**config.mk**
```make
export PLATFORM = sky130hd
export DESIGN_NAME = card_shoe_flat
export DESIGN_NICKNAME = d
export VERILOG_FILES = /design/src/rtl/card_shoe_if.sv /design/src/rtl/card_shoe.sv /design/src/flat_wrapper.sv
export SDC_FILE = /design/constraint.sdc
export NUM_CORES = 1
export LEC_CHECK = 0
export CAP_MARGIN = 15
export CELL_PAD_IN_SITES_DETAIL_PLACEMENT = 1
export CELL_PAD_IN_SITES_GLOBAL_PLACEMENT = 1
export CORE_ASPECT_RATIO = 0.7
export CORE_MARGIN = 4
export CORE_UTILIZATION = 31
export CTS_BUF_LIST = sky130_fd_sc_hd__clkbuf_2
export DETAILED_ROUTE_END_ITERATION = 10
export PLACE_DENSITY = 0.66
export RECOVER_POWER = 100
export SLEW_MARGIN = 20
export SYNTH_ARGS = -nofsm -noshare
export SYNTH_HDL_FRONTEND = slang
export SYNTH_SLANG_ARGS = --single-unit
```
**constraint.sdc**
```tcl
create_clock -name clock -period 3.4 [get_ports clock]
set_clock_uncertainty 0.15 [all_clocks]
set_input_delay 1.02 -clock clock [delete_from_list [all_inputs] [get_ports clock]]
set_output_delay 1.02 -clock clock [all_outputs]
set_load 0.03 [all_outputs]
```
**src/rtl/card_shoe_if.sv**
```systemverilog
// Draw interface between the game control (master) and the card source (slave).
interface card_shoe_if;
    logic       req;
    logic       shuffle;
    logic       card_valid;
    logic [3:0] card_value;
    logic [5:0] cards_left;
    logic       empty;
    logic       busy;

    modport master (
        output req,
        output shuffle,
        input  card_valid,
        input  card_value,
        input  cards_left,
        input  empty,
        input  busy
    );

    modport slave (
        input  req,
        input  shuffle,
        output card_valid,
        output card_value,
        output cards_left,
        output empty,
        output busy
    );
endinterface

```
**src/rtl/card_shoe.sv**
```systemverilog
// Single-deck card source: deals each of 52 cards once, starting the search at an LFSR position.
// Define CARD_SHOE_FACE_CLAMP_EN to report ranks 11..13 as 10.
module card_shoe #(
    parameter logic [15:0] SEED = 16'hACE1
) (
    input logic         clock,
    input logic         reset,
    card_shoe_if.slave  bus
);

    typedef enum logic [1:0] {StIdle, StSearch, StDeliver, StWaitRelease} state_e;

    state_e      state_q, state_d;
    logic [51:0] used_q, used_d;
    logic [15:0] lfsr_q, lfsr_d;
    logic [5:0]  ptr_q, ptr_d;
    logic [5:0]  cards_left_q, cards_left_d;
    logic [3:0]  card_q, card_d;
    logic [5:0]  start_idx;
    logic [5:0]  rank_raw;
    logic [3:0]  rank;

    // Fibonacci taps 16,14,13,11; a nonzero seed never reaches zero.
    assign lfsr_d    = {lfsr_q[14:0], lfsr_q[15] ^ lfsr_q[13] ^ lfsr_q[12] ^ lfsr_q[10]};
    assign start_idx = (lfsr_q[5:0] >= 6'd52) ? lfsr_q[5:0] - 6'd52 : lfsr_q[5:0];

    always_comb begin
        rank_raw = 6'd0;
        if (ptr_q < 6'd13) begin
            rank_raw = ptr_q + 6'd1;
        end else if (ptr_q < 6'd26) begin
            rank_raw = ptr_q - 6'd12;
        end else if (ptr_q < 6'd39) begin
            rank_raw = ptr_q - 6'd25;
        end else begin
            rank_raw = ptr_q - 6'd38;
        end
        rank = rank_raw[3:0];
`ifdef CARD_SHOE_FACE_CLAMP_EN
        if (rank > 4'd10) begin
            rank = 4'd10;
        end
`endif
    end

    always_comb begin
        state_d      = state_q;
        used_d       = used_q;
        ptr_d        = ptr_q;
        cards_left_d = cards_left_q;
        card_d       = card_q;
        if (bus.shuffle) begin
            used_d       = '0;
            cards_left_d = 6'd52;
            card_d       = 4'd0;
            state_d      = StIdle;
        end else begin
            unique case (state_q)
                StIdle: begin
                    if (bus.req && (cards_left_q != 6'd0)) begin
                        ptr_d   = start_idx;
                        state_d = StSearch;
                    end
                end
                StSearch: begin
                    if (!used_q[ptr_q]) begin
                        used_d[ptr_q] = 1'b1;
                        card_d        = rank;
                        if (cards_left_q != 6'd0) begin
                            cards_left_d = cards_left_q - 6'd1;
                        end
                        state_d = StDeliver;
                    end else begin
                        ptr_d = (ptr_q == 6'd51) ? 6'd0 : ptr_q + 6'd1;
                    end
                end
                StDeliver: begin
                    state_d = StWaitRelease;
                end
                StWaitRelease: begin
                    if (!bus.req) begin
                        state_d = StIdle;
                    end
                end
                default: begin
                    state_d = StIdle;
                end
            endcase
        end
    end

    always_ff @(posedge clock) begin
        if (reset) begin
            state_q      <= StIdle;
            used_q       <= '0;
            lfsr_q       <= SEED;
            ptr_q        <= 6'd0;
            cards_left_q <= 6'd52;
            card_q       <= 4'd0;
        end else begin
            state_q      <= state_d;
            used_q       <= used_d;
            lfsr_q       <= lfsr_d;
            ptr_q        <= ptr_d;
            cards_left_q <= cards_left_d;
            card_q       <= card_d;
        end
    end

    // A shuffle or reset arriving in the delivery cycle suppresses the strobe.
    assign bus.card_valid = (state_q == StDeliver) && !bus.shuffle && !reset;
    assign bus.card_value = card_q;
    assign bus.cards_left = cards_left_q;
    assign bus.empty      = (cards_left_q == 6'd0);
    assign bus.busy       = (state_q != StIdle);

endmodule

```
**src/flat_wrapper.sv**
```systemverilog
// flat-port wrapper written by rule: the top's interface ports become plain ports
module card_shoe_flat 
#(
    parameter logic [15:0] SEED = 16'hACE1
)
  (clock, reset, bus_req, bus_shuffle, bus_card_valid, bus_card_value, bus_cards_left, bus_empty, bus_busy);
  card_shoe_if bus_i ();
  input logic clock;
  input logic reset;
  input wire logic [$bits(bus_i.req)-1:0] bus_req;
  input wire logic [$bits(bus_i.shuffle)-1:0] bus_shuffle;
  output wire logic [$bits(bus_i.card_valid)-1:0] bus_card_valid;
  output wire logic [$bits(bus_i.card_value)-1:0] bus_card_value;
  output wire logic [$bits(bus_i.cards_left)-1:0] bus_cards_left;
  output wire logic [$bits(bus_i.empty)-1:0] bus_empty;
  output wire logic [$bits(bus_i.busy)-1:0] bus_busy;
  assign bus_i.req = bus_req;
  assign bus_i.shuffle = bus_shuffle;
  assign bus_card_valid = bus_i.card_valid;
  assign bus_card_value = bus_i.card_value;
  assign bus_cards_left = bus_i.cards_left;
  assign bus_empty = bus_i.empty;
  assign bus_busy = bus_i.busy;
  card_shoe #(.SEED(SEED)) u_core (.clock(clock), .reset(reset), .bus(bus_i));
endmodule
```
---- Yosys cells after proc, flatten, opt, wreduce, memory -nomap -nowiden ----
Cells that the tools add are included.
storage, ports and cells
  register bits after elaboration ......... 86
  output and inout bits ................... 13
operators by class
  add/sub/neg operators ................... 6
  order comparisons ....................... 6
  equality and inequality tests ........... 8
  multiplexer cells ....................... 16
  bitwise logic cells ..................... 6
  reductions and logical operators ........ 16
operators with widths
  cell                   number
  $or A52 B52 Y52        1
  $mux W6                4
  $mux W4                3
  $pmux W6 S2            1
  $pmux W2 S4            1
  $sub A4 B4 Y4 const B  2
  $lt A6 B7 Y1 const B   1
  $add A6 B1 Y6 const B  1
  $bmux W1 S6            1
  $demux W1 S6           1
  $eq A6 B6 Y1 const B   1
  $ge A6 B1 Y1 const B   1
  $ge A6 B6 Y1 const B   1
  $logic_not A6 Y1       1
  $lt A6 B4 Y1 const B   1
  $lt A6 B5 Y1 const B   1
  $lt A6 B6 Y1 const B   1
  $mux W2                3
  $reduce_and A3 Y1      2
  $reduce_bool A6 Y1     1
  $sub A6 B1 Y6 const B  1
  $sub A6 B6 Y6 const B  1
  $eq A2 B2 Y1 const B   2
  $logic_and A1 B1 Y1    4
  13 further kinds       21

---- Logic depth before layout (Yosys ltp) ----
Gate-level depths: netlist of the first run.
  word-level depth ........................ 5
  gate-level depth with buffers ........... 11
  depth with buffers taken out ............ 9

---- Least setup slack after synthesis of the first run ----
No wires, ideal clock.
  path kind ............................... in2out
  start ................................... input bus_shuffle
  end ..................................... output bus_card_valid
  arrival time ............................ 1.670 ns
  data required time ...................... 2.230 ns
  setup slack ............................. 0.560 ns
  cell stages on the path ................. 2
  buffers on the path ..................... 0
  cell sequence ........................... nor2_1 > and2_1
on the way
  cells in the longest elaborated chain, start to end .. 3
ends and longest elaborated chain
  what                              RTL line            text
  start, declared                   flat_wrapper.sv:11  input wire logic [$bits(bus_i.shuffle)-1:0] bus_shuffle;
  $logic_not A1 Y1                  card_shoe.sv:111    assign bus.card_valid = (state_q == StDeliver) && !bus.shuffle && !reset;
  $logic_and A1 B1 Y1 (2 in a row)  card_shoe.sv:111
  end, declared                     flat_wrapper.sv:12  output wire logic [$bits(bus_i.card_valid)-1:0] bus_card_valid;
No other way between the ends.

---- Final worst setup path of the first run ----
  start ................................... input reset
  end ..................................... output bus_card_valid
on the way
  cells in the longest elaborated chain, start to end .. 2
ends and longest elaborated chain
  what                 RTL line           text
  start, declared      flat_wrapper.sv:9  input logic reset;
  $logic_not A1 Y1     card_shoe.sv:111
  $logic_and A1 B1 Y1  card_shoe.sv:111
No other way between the ends.

==> out/results.ini, run 1 <==
[power]
pwr-share-seq_pct = 53.8
power.internal_mw = 1.37
p_sw_share_pct = 29.9
fin_total_pwr_mw = 1.96
leakagePower_nw = 1.66
p_clk_share_pct = 30.8
ir_worst_vdd_mv = 0.196
combPwrFrac_pct = 15.4
switchingPower_mw = 0.584
power.density_nw_per_um2 = 419

[logic_synthesis]
netlist_area_um2 = 4230
yosysWarnings = 0
syn-num-nets = 491
yosysSeqAreaShare_pct = 40.7
ys_types = 55
syn_area_per_cell_um2 = 9.01
synthCells = 469
synth_edf_count = 0
synthArstFlopShare_pct = 0
ys.flop_type = dfxtp_1
synth_seq_cells = 86

[finish]
fin_area_um2 = 4660
nets = 497
utilization_pct = 35.1
syn_to_final_growth_pct = 10.4
fin_cells = 666
drive_gt1_share_pct = 9.17

[floorplan]
dieArea_um2 = 15600
dieHeight_um = 106
core_area_um2 = 13300
rows = 35
chipWidth_um = 148
pin_count = 17
initial_core_util_pct = 31.8

[cts]
htree_levels = 3
cts_resized = 1
cts_setup_buffers = 0
clock-root-buffer = clkbuf_2
clk_pin_slew_worst_paths_ns = 0.22
clock_path_buffers = 2
clkSinkCount = 86
clk-insertion-delay-late_ns = 0.57
cts_buffers = 9
cts_tree = done
hold_buffers = 0

[timing]
tightest_slew_ns = 1.06
setup_violations = 0
fmaxAchievable_ghz = 0.310
slew_violations = 0
tns_ns = 0
fin_crit_ns = 3.23
hold_viol = 0
rsz0062_at_grt = no
slew-limit-headroom_pct = 29.0
period_share_pct = 94.9

[routing]
wl_per_cell_um = 18.3
drt-met1-wl_mm = 6.16
ant_nets = 0
top_layer = met4
route.detailed.drc = 0
met2WireLength_mm = 5.39
drtIter0Drc = 268
routed_wl_mm = 12.2
vias = 3572
wl_met3_um = 512
first_pass_iters = 4
drt-vias-per-instance = 5.36

[setup_path]
end_kind = output port
crit_arrival_ns = 2.06
cp_max_fo = 2
critPathRequiredTime_ns = 2.23
crit_type = input pin to output port
start_kind = input pin

[grt]
grt_pass1_wl_mm = 20.3
antenna_found_initial = 1
grt_max_degree = 52
overflow = 0
grt_pass1_vias = 3725
grt_usage_pct = 16.3

[place]
placed_area_um2 = 4560
dpl.cell_count = 649
routabilityCongestion = 0.842
portBuffers = 16
dp_hpwl_mm = 8.26

[outcome]
status = finished clean

[worst_hold_path]
hold_path.class = register to register

[run]
drv_cap = 0

-- layout by cell type (no fill, tap or decap), types with 3 or more instances in the layout --
master         Yosys  layout
o22ai_1            3       3
o21a_1             4       4
and2_1             6       6
a311oi_1           3       3
nand3_1            9      10
a211oi_1           6       6
nand2b_1           4       4
xnor2_1            6       6
mux4_1             3       3
ha_1              18      18
nand2_1           19      19
o211ai_1           4       4
clkinv_1           1       3
dfxtp_1           86      86
o21ai_0           11      11
a21oi_1           16      16
or2_2             10      10
clkbuf_2           0      10
a22oi_1            5       5
mux2i_1           25      25
and4_1             4       4
inv_1             18      18
nor2_1            76      76
nor2b_1           14      14
nor3_1             5       5
buf_4              1      10
a21o_1             3       3
a41oi_1           26      26
dlygate4sd3_1      0      11
a31oi_1           24      24
-- final timing paths --
path                                startpoint                        endpoint  slack [ns]  cells past startpoint
setup / recovery                         reset                  bus_card_valid        0.17                      4
hold / removal     u_core.lfsr_q[9]$_SDFF_PP0_    u_core.lfsr_q[10]$_SDFF_PP1_        0.30                      1
setup reg to reg  u_core.ptr_q[0]$_SDFFE_PP0P_  u_core.used_q[18]$_SDFFE_PP0P_        0.28                      9
hold reg to reg    u_core.lfsr_q[9]$_SDFF_PP0_    u_core.lfsr_q[10]$_SDFF_PP1_        0.30                      1
-- state kept, by name, indices dropped and copies added (netlist names) --
signal,cells
u_core.state_q,2
u_core.lfsr_q,16
u_core.bus.cards_left,6
u_core.ptr_q,6
u_core.used_q,52
u_core.bus.card_value,4
-- Yosys cell counts, types with 2 or more instances --
cell type | number | area [µm²]
dfxtp_1 | 86 | 1720
nor2_1 | 76 | 285
a41oi_1 | 26 | 228
mux2i_1 | 25 | 250
a31oi_1 | 24 | 150
nand2_1 | 19 | 71.3
ha_1 | 18 | 225
inv_1 | 18 | 67.6
clkbuf_1 | 17 | 63.8
a21oi_1 | 16 | 80.1
nor2b_1 | 14 | 87.6
buf_2 | 11 | 55.1
o21ai_0 | 11 | 55.1
or2_2 | 10 | 62.6
nand3_1 | 9 | 45.0
a211oi_1 | 6 | 45.0
and2_1 | 6 | 37.5
xnor2_1 | 6 | 52.6
a22oi_1 | 5 | 37.5
nor3_1 | 5 | 25.0
and4_1 | 4 | 35.0
buf_6 | 4 | 45.0
nand2b_1 | 4 | 25.0
o211ai_1 | 4 | 30.0
o21a_1 | 4 | 30.0
a21o_1 | 3 | 22.5
a311oi_1 | 3 | 26.3
mux4_1 | 3 | 78.8
o22ai_1 | 3 | 18.8
nand3b_1 | 2 | 15.0
o32a_1 | 2 | 20.0
xor2_1 | 2 | 17.5
-- power by group through the flow --
stage	Combinational, mW	Sequential (mW)	Clock, mW
after floorplan	0.215	1.07	0
after global placement	0.296	1.07	0
after detailed placement	0.304	1.07	0
after CTS	0.307	1.05	0.626
after global routing	0.331	1.06	0.669
final	0.301	1.05	0.603
-- stage by stage --
stage	setup WS (ns)	hold slack, ns
finish	0.173	0.304
global route	0.0815	0.320
CTS	0.103	0.291
detailed placement	0.292	0.249
global placement	0.350	0.242
floorplan	0.560	0.239
-- final cells by class --
class | instances | area (µm²)
Fill cell | 1572 | 8610
Multi-Input combinational cell | 330 | 2240
Sequential cell | 86 | 1720
Timing Repair Buffer | 29 | 267
Tap cell | 185 | 231
Clock inverter | 7 | 86.3
Inverter | 19 | 71.3
Clock buffer | 9 | 45.0
Antenna cell | 1 | 2.50
-- critical path: stages --
cell           delay [ns]
dlygate4sd3_1        0.55
nor2_1               0.14
and2_1               0.14
clkbuf_2             0.20
-- per-layer routing --
layer / vias to the layer above / GRT usage (%)
met2: 72 / 24.3
met4: 0 / 4.99
li1: 1700 / -
met3: 11 / 3.74
met1: 1789 / 23.2
met5: - / 0
-- kinds of logic after synthesis --
group	count (synthesis)	share of synthesized area [%]
xor+xnor	8	1.66
simple gates	158	18.4
flops	86	40.7
buf+inv	53	5.83
fa+ha+maj	18	5.33
compound gates	117	20.0
mux	29	8.05
Power figures use the tool's default switching activity.
==> inputs of run 2 (changes only) <==
Settings changed: CTS_CLUSTER_SIZE set to 25, SETUP_SLACK_MARGIN set to 0.3.
==> run 2 against run 1 <==
Effect of this change: sequential share of layout area is 0.092 points lower; worst hold slack worse by 0.0046 ns; power hardly changed; worst setup slack better by 0.051 ns; wire length grew 0.27%; critical path depth stayed put; highest routed layer unchanged.
==> out/results.ini, run 2 (synthesized netlist as in run 1, its figures left out) <==
[place]
dp_hpwl_mm = 8.26
routabilityCongestion = 0.842
portBuffers = 16

[timing]
period_share_pct = 93.4
tightest_slew_ns = 1.07
slew_violations = 0
setup_violations = 0
slew-limit-headroom_pct = 28.3
fin_hold_ws_ns = 0.299
tns_ns = 0
fmaxAchievable_ghz = 0.315
fin_crit_ns = 3.18
hold_viol = 0
rsz0062_at_grt = yes

[finish]
syn_to_final_growth_pct = 10.7
drive_gt1_share_pct = 9.56
layout_common_cells = dfxtp_1 (85), nor2_1 (76), a41oi_1 (26)
largest_register = u_core.used_q
nets = 498
n_fill_cell = 1570
utilization_pct = 35.3
top_regs = u_core.used_q x52, u_core.lfsr_q x16
seqCellArea_um2 = 1720
largest_reg_flops = 52
multiInputGateArea_um2 = 2240
layout_commonest_cell = dfxtp_1

[outcome]
status = finished clean

[run]
drv_cap = 0

[setup_path]
crit_type = input pin to output port
critPathRequiredTime_ns = 2.23
crit_arrival_ns = 2.01
critPathMaxStageDelay_ns = 0.55
crit_chain = dlygate4sd3_1 -> nor2_1 -> and2_4 -> buf_6
crit_buf_inv = 2
start_kind = input pin
cp_max_fo = 2
end_kind = output port
cp_slowest_cell = dlygate4sd3_1
crit_family = buffers and inverters

[grt]
grt_pass1_wl_mm = 20.3
grt_usage_pct = 16.3
grt_pass1_vias = 3725
grt_max_degree = 52
antenna_found_initial = 1
overflow = 0

[power]
ir_worst_vdd_mv = 0.196
leakagePower_nw = 1.65
power.density_nw_per_um2 = 418
fin_total_pwr_mw = 1.96

[routing]
drtIter0Drc = 239
routed_wl_mm = 12.2
first_pass_iters = 4
route.detailed.drc = 0
wl_per_cell_um = 18.4
drt-vias-per-instance = 5.36
vias = 3572
ant_nets = 0

[floorplan]
core_area_um2 = 13300
initial_core_util_pct = 31.8
rows = 35
dieHeight_um = 106
dieArea_um2 = 15600
pin_count = 17
chipWidth_um = 148

[cts]
htree_levels = 3
cts_buffers = 9
hold_buffers = 0
cts_tree = done
clock-root-buffer = clkbuf_2
clock_path_buffers = 2
clk-insertion-delay-late_ns = 0.57
clk_pin_slew_worst_paths_ns = 0.22
clkSinkCount = 86

[worst_hold_path]
hold_path.class = register to register

## run 2: cell count changes in the layout (fill, tap and decap cells not counted), sizes merged
cell and change:
buf +2, dlygate4sd2 -1
## run 2: per-layer routing
metal | vias to the layer above | GRT usage [%] | part of all wire [%] | routed length [µm]
met5 | - | 0 | 0 | 0
met3 | 11 | 3.74 | 3.5 | 423
met1 | 1800 | 23.2 | 51 | 6290
met2 | 58 | 24.3 | 44 | 5360
met4 | 0 | 4.99 | 1.4 | 168
li1 | 1703 | - | - | -
## run 2: final timing paths
| check | start | end | slack (ns) | cells after the start |
|---|---|---|---|---|
| max reg2reg | u_core.ptr_q[0]$_SDFFE_PP0P_ | u_core.bus.cards_left[1]$_SDFFE_PP0P_ | 0.37 | 8 |
| min | u_core.lfsr_q[9]$_SDFF_PP0_ | u_core.lfsr_q[10]$_SDFF_PP1_ | 0.30 | 1 |
| max | reset | bus_card_valid | 0.22 | 4 |
| min reg2reg | u_core.lfsr_q[9]$_SDFF_PP0_ | u_core.lfsr_q[10]$_SDFF_PP1_ | 0.30 | 1 |
## run 2: area by class of cell
| class | count | share of cell area, % |
|---|---|---|
| multi-input cells | 330 | 48.0 |
| repair buffers | 30 | 5.88 |
| diodes | 1 | 0.0535 |
| flip-flops and latches | 86 | 36.8 |
| inverters | 19 | 1.52 |
| well taps | 185 | 4.95 |
| clock buffers | 9 | 0.963 |
| clock inverters | 7 | 1.85 |
## run 2: what timing repair did
action,in CTS,in global routing
setup endpoints to repair,3,5
buffers inserted,0,1
pin swaps,0,1
gates resized for setup,3,8
cloned,0,0
## run 2: through the flow
step | cells | cell area, µm² | setup slack, ns
2_1_floorplan | 469 | 4230 | 0.560
3_3_place_gp | 649 | 4560 | 0.350
3_5_place_dp | 649 | 4560 | 0.292
4_1_cts | 665 | 4690 | 0.188
5_1_grt | 667 | 4680 | 0.153
6_report | 667 | 4680 | 0.225
## run 2: where the power goes
group | total [mW] | switching, mW | internal, mW
registers | 1.05 | 0.0183 | 1.03
logic | 0.303 | 0.204 | 0.0998
clock network | 0.602 | 0.363 | 0.239
total | 1.96 | 0.585 | 1.37
